==> src/rtl/pipe_hazard_ctrl_if.sv <==
// pipe_hazard_ctrl_if: hazard inputs from the pipeline and the stall/flush controls returned to it
interface pipe_hazard_ctrl_if #(parameter int CNT_W = 32);
  logic             rs1_re_id;
  logic [4:0]       rs1_addr_id;
  logic             rs2_re_id;
  logic [4:0]       rs2_addr_id;
  logic             rd_we_ex;
  logic [4:0]       rd_addr_ex;
  logic             mem_re_ex;
  logic             div_start_ex;
  logic             div_done;
  logic             mem_req_mem;
  logic             mem_ready;
  logic             branch_taken_ex;
  logic [4:0]       stall;
  logic             flush_ifid;
  logic             flush_idex;
  logic             flush_exmem;
  logic             flush_memwb;
  logic [CNT_W-1:0] stall_cnt;
  logic             mem_timeout;
  modport master (
    output rs1_re_id, rs1_addr_id, rs2_re_id, rs2_addr_id, rd_we_ex, rd_addr_ex,
           mem_re_ex, div_start_ex, div_done, mem_req_mem, mem_ready, branch_taken_ex,
    input  stall, flush_ifid, flush_idex, flush_exmem, flush_memwb, stall_cnt, mem_timeout
  );
  modport slave (
    input  rs1_re_id, rs1_addr_id, rs2_re_id, rs2_addr_id, rd_we_ex, rd_addr_ex,
           mem_re_ex, div_start_ex, div_done, mem_req_mem, mem_ready, branch_taken_ex,
    output stall, flush_ifid, flush_idex, flush_exmem, flush_memwb, stall_cnt, mem_timeout
  );
endinterface

==> src/rtl/pipe_hazard_ctrl.sv <==
// pipe_hazard_ctrl: stall/flush controller for load-use, divide, MEM wait and branch hazards
module pipe_hazard_ctrl #(
  parameter int CNT_W       = 32,
  parameter int MEM_TIMEOUT = 255
) (
  input  logic                  clk,
  input  logic                  rst_n,
  pipe_hazard_ctrl_if.slave     bus
);
  localparam int TW = $clog2(MEM_TIMEOUT + 1);
  localparam logic [TW-1:0] TLIM = TW'(MEM_TIMEOUT);
  localparam logic [0:0] RUN      = 1'b0;
  localparam logic [0:0] DIV_BUSY = 1'b1;
  logic [0:0]    state;
  logic [TW-1:0] tcnt;
  logic          memw, divw, lu, br;
  logic [8:0]    ctl;
  always_comb begin
    memw = bus.mem_req_mem & ~bus.mem_ready;
    divw = (bus.div_start_ex | (state == DIV_BUSY)) & ~bus.div_done;
    lu   = bus.mem_re_ex & bus.rd_we_ex & (bus.rd_addr_ex != 5'd0) &
           ((bus.rs1_re_id & (bus.rs1_addr_id == bus.rd_addr_ex)) |
            (bus.rs2_re_id & (bus.rs2_addr_id == bus.rd_addr_ex)));
    br   = bus.branch_taken_ex;
    // {stall[4:0], flush_ifid, flush_idex, flush_exmem, flush_memwb}
    ctl  = !rst_n ? 9'b0 :
           memw   ? {5'b01111, 4'b0001} :
           divw   ? {5'b00111, 4'b0010} :
           br     ? {5'b00000, 4'b1100} :
           lu     ? {5'b00011, 4'b0100} : 9'b0;
  end
  assign {bus.stall, bus.flush_ifid, bus.flush_idex, bus.flush_exmem, bus.flush_memwb} = ctl;
  always_ff @(posedge clk) begin
    if (!rst_n) begin
      state           <= RUN;
      bus.stall_cnt   <= '0;
      tcnt            <= '0;
      bus.mem_timeout <= 1'b0;
    end else begin
      state <= (state == DIV_BUSY) ? (bus.div_done ? RUN : DIV_BUSY)
                                   : ((bus.div_start_ex & ~memw) ? DIV_BUSY : RUN);
      if (ctl[4] && !(&bus.stall_cnt)) bus.stall_cnt <= bus.stall_cnt + 1'b1;
      tcnt <= memw ? ((tcnt == TLIM) ? tcnt : tcnt + 1'b1) : '0;
      if (memw && (tcnt == TLIM - 1'b1)) bus.mem_timeout <= 1'b1;
    end
  end
endmodule
==> src/flat_wrapper.sv <==
// flat-port wrapper written by rule: the top's interface ports become plain ports
module pipe_hazard_ctrl_flat 
#(
  parameter int CNT_W       = 32,
  parameter int MEM_TIMEOUT = 255
)
  (clk, rst_n, bus_rs1_re_id, bus_rs1_addr_id, bus_rs2_re_id, bus_rs2_addr_id, bus_rd_we_ex, bus_rd_addr_ex, bus_mem_re_ex, bus_div_start_ex, bus_div_done, bus_mem_req_mem, bus_mem_ready, bus_branch_taken_ex, bus_stall, bus_flush_ifid, bus_flush_idex, bus_flush_exmem, bus_flush_memwb, bus_stall_cnt, bus_mem_timeout);
  pipe_hazard_ctrl_if #(.CNT_W(CNT_W)) bus_i ();
  input  logic clk;
  input  logic rst_n;
  input wire logic [$bits(bus_i.rs1_re_id)-1:0] bus_rs1_re_id;
  input wire logic [$bits(bus_i.rs1_addr_id)-1:0] bus_rs1_addr_id;
  input wire logic [$bits(bus_i.rs2_re_id)-1:0] bus_rs2_re_id;
  input wire logic [$bits(bus_i.rs2_addr_id)-1:0] bus_rs2_addr_id;
  input wire logic [$bits(bus_i.rd_we_ex)-1:0] bus_rd_we_ex;
  input wire logic [$bits(bus_i.rd_addr_ex)-1:0] bus_rd_addr_ex;
  input wire logic [$bits(bus_i.mem_re_ex)-1:0] bus_mem_re_ex;
  input wire logic [$bits(bus_i.div_start_ex)-1:0] bus_div_start_ex;
  input wire logic [$bits(bus_i.div_done)-1:0] bus_div_done;
  input wire logic [$bits(bus_i.mem_req_mem)-1:0] bus_mem_req_mem;
  input wire logic [$bits(bus_i.mem_ready)-1:0] bus_mem_ready;
  input wire logic [$bits(bus_i.branch_taken_ex)-1:0] bus_branch_taken_ex;
  output wire logic [$bits(bus_i.stall)-1:0] bus_stall;
  output wire logic [$bits(bus_i.flush_ifid)-1:0] bus_flush_ifid;
  output wire logic [$bits(bus_i.flush_idex)-1:0] bus_flush_idex;
  output wire logic [$bits(bus_i.flush_exmem)-1:0] bus_flush_exmem;
  output wire logic [$bits(bus_i.flush_memwb)-1:0] bus_flush_memwb;
  output wire logic [$bits(bus_i.stall_cnt)-1:0] bus_stall_cnt;
  output wire logic [$bits(bus_i.mem_timeout)-1:0] bus_mem_timeout;
  assign bus_i.rs1_re_id = bus_rs1_re_id;
  assign bus_i.rs1_addr_id = bus_rs1_addr_id;
  assign bus_i.rs2_re_id = bus_rs2_re_id;
  assign bus_i.rs2_addr_id = bus_rs2_addr_id;
  assign bus_i.rd_we_ex = bus_rd_we_ex;
  assign bus_i.rd_addr_ex = bus_rd_addr_ex;
  assign bus_i.mem_re_ex = bus_mem_re_ex;
  assign bus_i.div_start_ex = bus_div_start_ex;
  assign bus_i.div_done = bus_div_done;
  assign bus_i.mem_req_mem = bus_mem_req_mem;
  assign bus_i.mem_ready = bus_mem_ready;
  assign bus_i.branch_taken_ex = bus_branch_taken_ex;
  assign bus_stall = bus_i.stall;
  assign bus_flush_ifid = bus_i.flush_ifid;
  assign bus_flush_idex = bus_i.flush_idex;
  assign bus_flush_exmem = bus_i.flush_exmem;
  assign bus_flush_memwb = bus_i.flush_memwb;
  assign bus_stall_cnt = bus_i.stall_cnt;
  assign bus_mem_timeout = bus_i.mem_timeout;
  pipe_hazard_ctrl #(.CNT_W(CNT_W), .MEM_TIMEOUT(MEM_TIMEOUT)) u_core (.clk(clk), .rst_n(rst_n), .bus(bus_i));
endmodule
==> config.mk <==
export PLATFORM = sky130hd
export DESIGN_NAME = pipe_hazard_ctrl_flat
export DESIGN_NICKNAME = d
export VERILOG_FILES = /design/src/rtl/pipe_hazard_ctrl_if.sv /design/src/rtl/pipe_hazard_ctrl.sv /design/src/flat_wrapper.sv
export SDC_FILE = /design/constraint.sdc
export NUM_CORES = 1
export LEC_CHECK = 0
export ABC_AREA = 1
export BUFFER_PORTS_ARGS = -buffer_cell sky130_fd_sc_hd__buf_4
export CAP_MARGIN = 10
export CORE_MARGIN = 2
export CORE_UTILIZATION = 43
export DETAILED_ROUTE_END_ITERATION = 12
export PLACE_DENSITY = 0.72
export SYNTH_ARGS = -nofsm -noshare
export SYNTH_HDL_FRONTEND = slang
export SYNTH_SLANG_ARGS = --single-unit
export TNS_END_PERCENT = 20
==> constraint.sdc <==
create_clock -name clk -period 2.9 [get_ports clk]
set_clock_uncertainty 0.15 [all_clocks]
set_input_delay 0 -clock clk [delete_from_list [all_inputs] [get_ports clk]]
set_output_delay 0 -clock clk [all_outputs]
set_load 0.01 [all_outputs]
# Word-level counts from Yosys, hierarchy flattened
# Cells that the tools add are included.
[word_totals]
register_bits = 42
input_bits = 26
output_inout_bits = 42
word_cells = 37
[classes]
n_addsub = 2
eq_ne = 4
mux = 8
n_bitwise = 13
reduce_logical = 6
[op_table]
columns = ["cell", "n"]
rows = [
  ["9-bit 2-to-1 mux", 4],
  ["32-bit by 1-bit adder with 32-bit output (second input constant)", 1],
  ["32-bit AND reduction", 1],
  ["8-bit == test (second input constant)", 2],
  ["5-bit == test", 2],
  ["8-bit by 1-bit adder with 8-bit output (second input constant)", 1],
  ["1-bit AND", 8],
  ["6-bit 2-to-1 mux", 1],
  ["5-bit nonzero test", 1],
  ["1-bit 2-to-1 mux", 3],
  ["1-bit NOT", 3],
  ["1-bit logical AND", 2],
  ["1-bit OR", 2],
  ["2-bit AND reduction", 1],
  ["1-bit logical NOT", 1],
]

# Logic depth before layout (Yosys ltp)
[depth]
word_depth = 10
mapped_depth = 12
depth_no_buf = 11

# Worst setup path before layout
# OpenSTA, ideal clock, no wires.
[synth_path]
kind = "reg2reg"
start = "register u_core.bus.stall_cnt[0]"
end = "register u_core.bus.stall_cnt[10]"
t_arrival_ns = 1.709
t_required_ns = 2.618
slack_ns = 0.909
stages_incl_launch_ff = 10
path_cell_list = "dfxtp_1 ha_1 nand2_1 nor2_4 nand3b_1 nor2_2 nand4_4 clkbuf_1 nand3_1 a21oi_1"
[synth_between]
elab_chain_cells = 3
word_cells_on_any_way = 4
[synth_lines]
columns = ["element", "line_no", "rtl"]
rows = [
  ["from (decl)", "pipe_hazard_ctrl_if.sv:30", "output stall, flush_ifid, flush_idex, flush_exmem, flush_memwb, stall_cnt, mem_timeout"],
  ["from (signal assigned)", "pipe_hazard_ctrl.sv:42", "if (ctl[4] && !(&bus.stall_cnt)) bus.stall_cnt <= bus.stall_cnt + 1'b1;"],
  ["branches (longest 3 deep; another with 32-bit by 1-bit adder with 32-bit output)", "--", ""],
]
# Several ways; the timed one is not identified.
# A chain may end at the register's enable or synchronous reset.

# Worst setup path after layout
[layout_path]
start = "register u_core.bus.stall_cnt[0]"
end = "register u_core.bus.stall_cnt[8]"
# Same word-level chain as after synthesis.

==> results by group <==
Global route
  • Antenna violations before repair: 0
  • Vias in the first global route: 2,950
  • GRT overflow: 0
  • Largest net degree at the start of global routing: 36
  • GRT Overall Usage: 22.34%
  • First-pass GRT wire length: approximately 13,000 µm

Clocking
  • Post-CTS setup buffer count: 0
  • Clock Tree Buf Depth: 2
  • CTS tree: yes
  • CTS sink count: 42
  • Worst-skew pair later-pin latency: 0.31 ns
  • Root Driver: clkbuf_8
  • CTS clk-pin slew, worst paths: 0.09 ns
  • Total CTS buffers: 5
  • Post-CTS resize count: 0
  • H-tree Lvls: 2
  • Hold buffer count at cts: 3

Logic synthesis
  • Syn Std Cell Area: 2908 µm²
  • Yosys warns: 0
  • Synth area leader: dfxtp_1
  • Post-synth top area share: 28.92%
  • Post-synth cell types: 29
  • Top cells by area, synth: dfxtp_1 (29%), nand2_1 (21%), nand3_1 (8.4%)
  • Synthesis-stage register bit count: 42
  • Number of synthesized flops with an enable pin: 0
  • Net Count, Synth: ~510
  • Synth Area per Inst: 6.020 µm²
  • Syn Inst Count: 483
  • Most frequent cell after synthesis: nand2_1
  • Register area share after synthesis: 28.92%
  • Synth Flop Type: dfxtp_1
  • Top cells by count, synth: nand2_1 (161), inv_1 (58), nor2_1 (54)
  • Async SR Flop Fraction: 0%

Worst setup path
  • Reg2reg start: u_core.bus.stall_cnt[0]
  • Most used cell, CP: nand2_1
  • R2R Setup Slk: 0.69 ns
  • Critical Path Max Stage Delay: 0.44 ns
  • CP startpoint kind: register
  • Worst setup path class: reg -> reg
  • Critical Path Fanout Max: 32
  • Critical path startpoint: u_core.bus.stall_cnt[0]
  • Reg2reg end: u_core.bus.stall_cnt[8]
  • CP max-delay cell: dfxtp_1
  • Cells along the critical path: ha_1, nand2_1, nor2_4, nand3b_1, nor2_2, nand4_4, nand2_4, nand2_1, a21oi_1
  • Worst setup endpoint: u_core.bus.stall_cnt[8]
  • CP arrival: roughly 2.3 ns
  • Reg2Reg Depth: 9
  • Crit. End Element: register
  • Worst path required time: 2.98 ns

Routing
  • M1 WL: 3717 µm
  • Routed Antenna Nets: 0
  • Drt total wl: 7991 µm
  • Highest Signal Layer: met4
  • DR pass1 iterations: 5
  • Via count: 3,192
  • Routed length on met3: 539 µm
  • Avg WL per Cell: 12.79 µm
  • Vias per Instance: about 5
  • Detailed router's first-iteration violation count: between 200 and 250
  • Met2 Routed Length: 3626 µm
  • DRC: 0

Final layout
  • Diodes inserted: 0
  • P&R area growth vs syn: 22.72%
  • Layout cells sized above 1: 15.51%
  • Final Core Density: 55.25%
  • Nets: 576
  • FILL cells: ~650

STA
  • Period utilization: 76.08%
  • Count of final setup violators: 0
  • Max Clk Rate: 453.2 MHz
  • Setup ws final: 0.6936 ns
  • RSZ-0062 raised after global routing: false
  • Final Max Slew Viols: 0
  • Worst hold slack: 0.01020 ns
  • Tmin final: 2.206 ns
  • Total Neg Setup Slack: 0 ns
  • Final Hold Vio Count: 0

Hold path
  • Worst Hold Class: in -> reg

Job
  • Maxcap violations: 0

Placed design
  • I/O Buffers: 66
  • HPWL after DPL: 5855 µm
  • Pre-CTS WS: 0.7306 ns
  • Final GP Congestion: 0.9362

Power
  • Clock share of power: 40.0%
  • Switching fraction of total power: 24.85%
  • Worst vdd ir: 193.7 µV
  • P_sw: 0.2946 mW
  • LEAKAGE: 1.580 nW
  • Power per cell area: 332.2 nW/µm²
  • Internal Power: roughly 0.89 mW
  • Seq pwr share: between 40 and 50%
  • Combinational power share: 10.8%

Die
  • Chip width: 86.24 µm
  • IO Count: 68
  • Rows: 29
  • DIE AREA: 7436 µm²
  • Core area: approximately 6500 µm²
  • Starting Density: 45.02%
  • Die height: 86.24 µm

Status
  • Status: finished clean
## sequential cells by signal (all words and copies together), names as in the netlist
name,count
u_core.bus.mem_timeout,1
u_core.bus.stall_cnt,32
u_core.state,1
u_core.tcnt,8
## power by group through the flow
stage               clock network [mW]  logic, mW  registers, mW
floorplan                            0     0.0752          0.598
global placement                     0      0.123          0.597
detailed placement                   0      0.125          0.597
CTS                              0.482      0.129          0.584
global route                     0.505      0.142          0.585
finish                           0.474      0.128          0.584
## cells by family after synthesis
| group | count (synthesis) | synth area share (%) |
|---|---|---|
| compound gates | 47 | 8.348 |
| xor+xnor | 20 | 6.024 |
| fa+ha+maj | 3 | 1.291 |
| buf+inv | 74 | 10.84 |
| flops | 42 | 28.92 |
| other cells | 1 | 0.1290 |
| simple gates | 296 | 44.45 |
## worst min-delay path by stage
stage | from | endpoint | slack, ns | depth (start not counted)
after floorplan | bus_branch_taken_ex | bus_flush_ifid | -0.04 | 2
after global placement | rst_n | u_core.bus.mem_timeout | 0.08 | 3
after detailed placement | rst_n | u_core.bus.mem_timeout | 0.09 | 3
after CTS | bus_mem_ready | u_core.tcnt[5] | 0.002 | 6
after global routing | bus_mem_ready | u_core.tcnt[7] | 0.04 | 6
final | bus_mem_ready | u_core.tcnt[7] | 0.01 | 6
## routing by layer
layer | vias to the layer above | global-route usage, %
met5 | - | 0
met4 | 0 | 6.392
met3 | 12 | 3.333
met2 | 113 | 35.94
met1 | 1422 | 31.23
li1 | 1645 | -
## cell type report
type	instances	area, µm²	area share (%)
inverter	59	221.5	6.206
clock buffer	6	72.57	2.034
clock inverter	2	37.54	1.052
tap	77	96.34	2.700
multi-input combinational	367	1752	49.09
sequential	42	840.8	23.56
timing repair buffer	72	548.0	15.36
## placed cells by master (no fill, tap or decap), drive strengths merged
master         n
conb           1
xnor2          4
buf           69
bufinv         1
nor3          14
dlygate4sd3    3
nand4          4
nand2        163
clkbuf         6
dfxtp         42
o21ai          7
nand3b         9
a31oi          1
clkinvlp       1
nand3         49
nor2          57
inv           58
ha             3
clkinv         1
a21oi         37
o31ai          1
xor2          16
o32ai          1
## worst max-delay path: cells and delay by family (launching register included)
family,cells,cell delay (ns)
AND/OR/NAND/NOR,7,1.11
AO/OA/AOI/OAI,1,0.13
adder cells (fa/ha/maj),1,0.28
flip-flops,1,0.44
## stage by stage
step                      cell area [µm²]  instances  total power, mW
after floorplan                      2908        483           0.6727
after global placement               3428        614           0.7201
after detailed placement             3428        614           0.7222
after CTS                            3568        625            1.194
after global routing                 3568        625            1.232
final                                3568        625            1.185
Note: power is estimated with default switching activity, not from simulation.
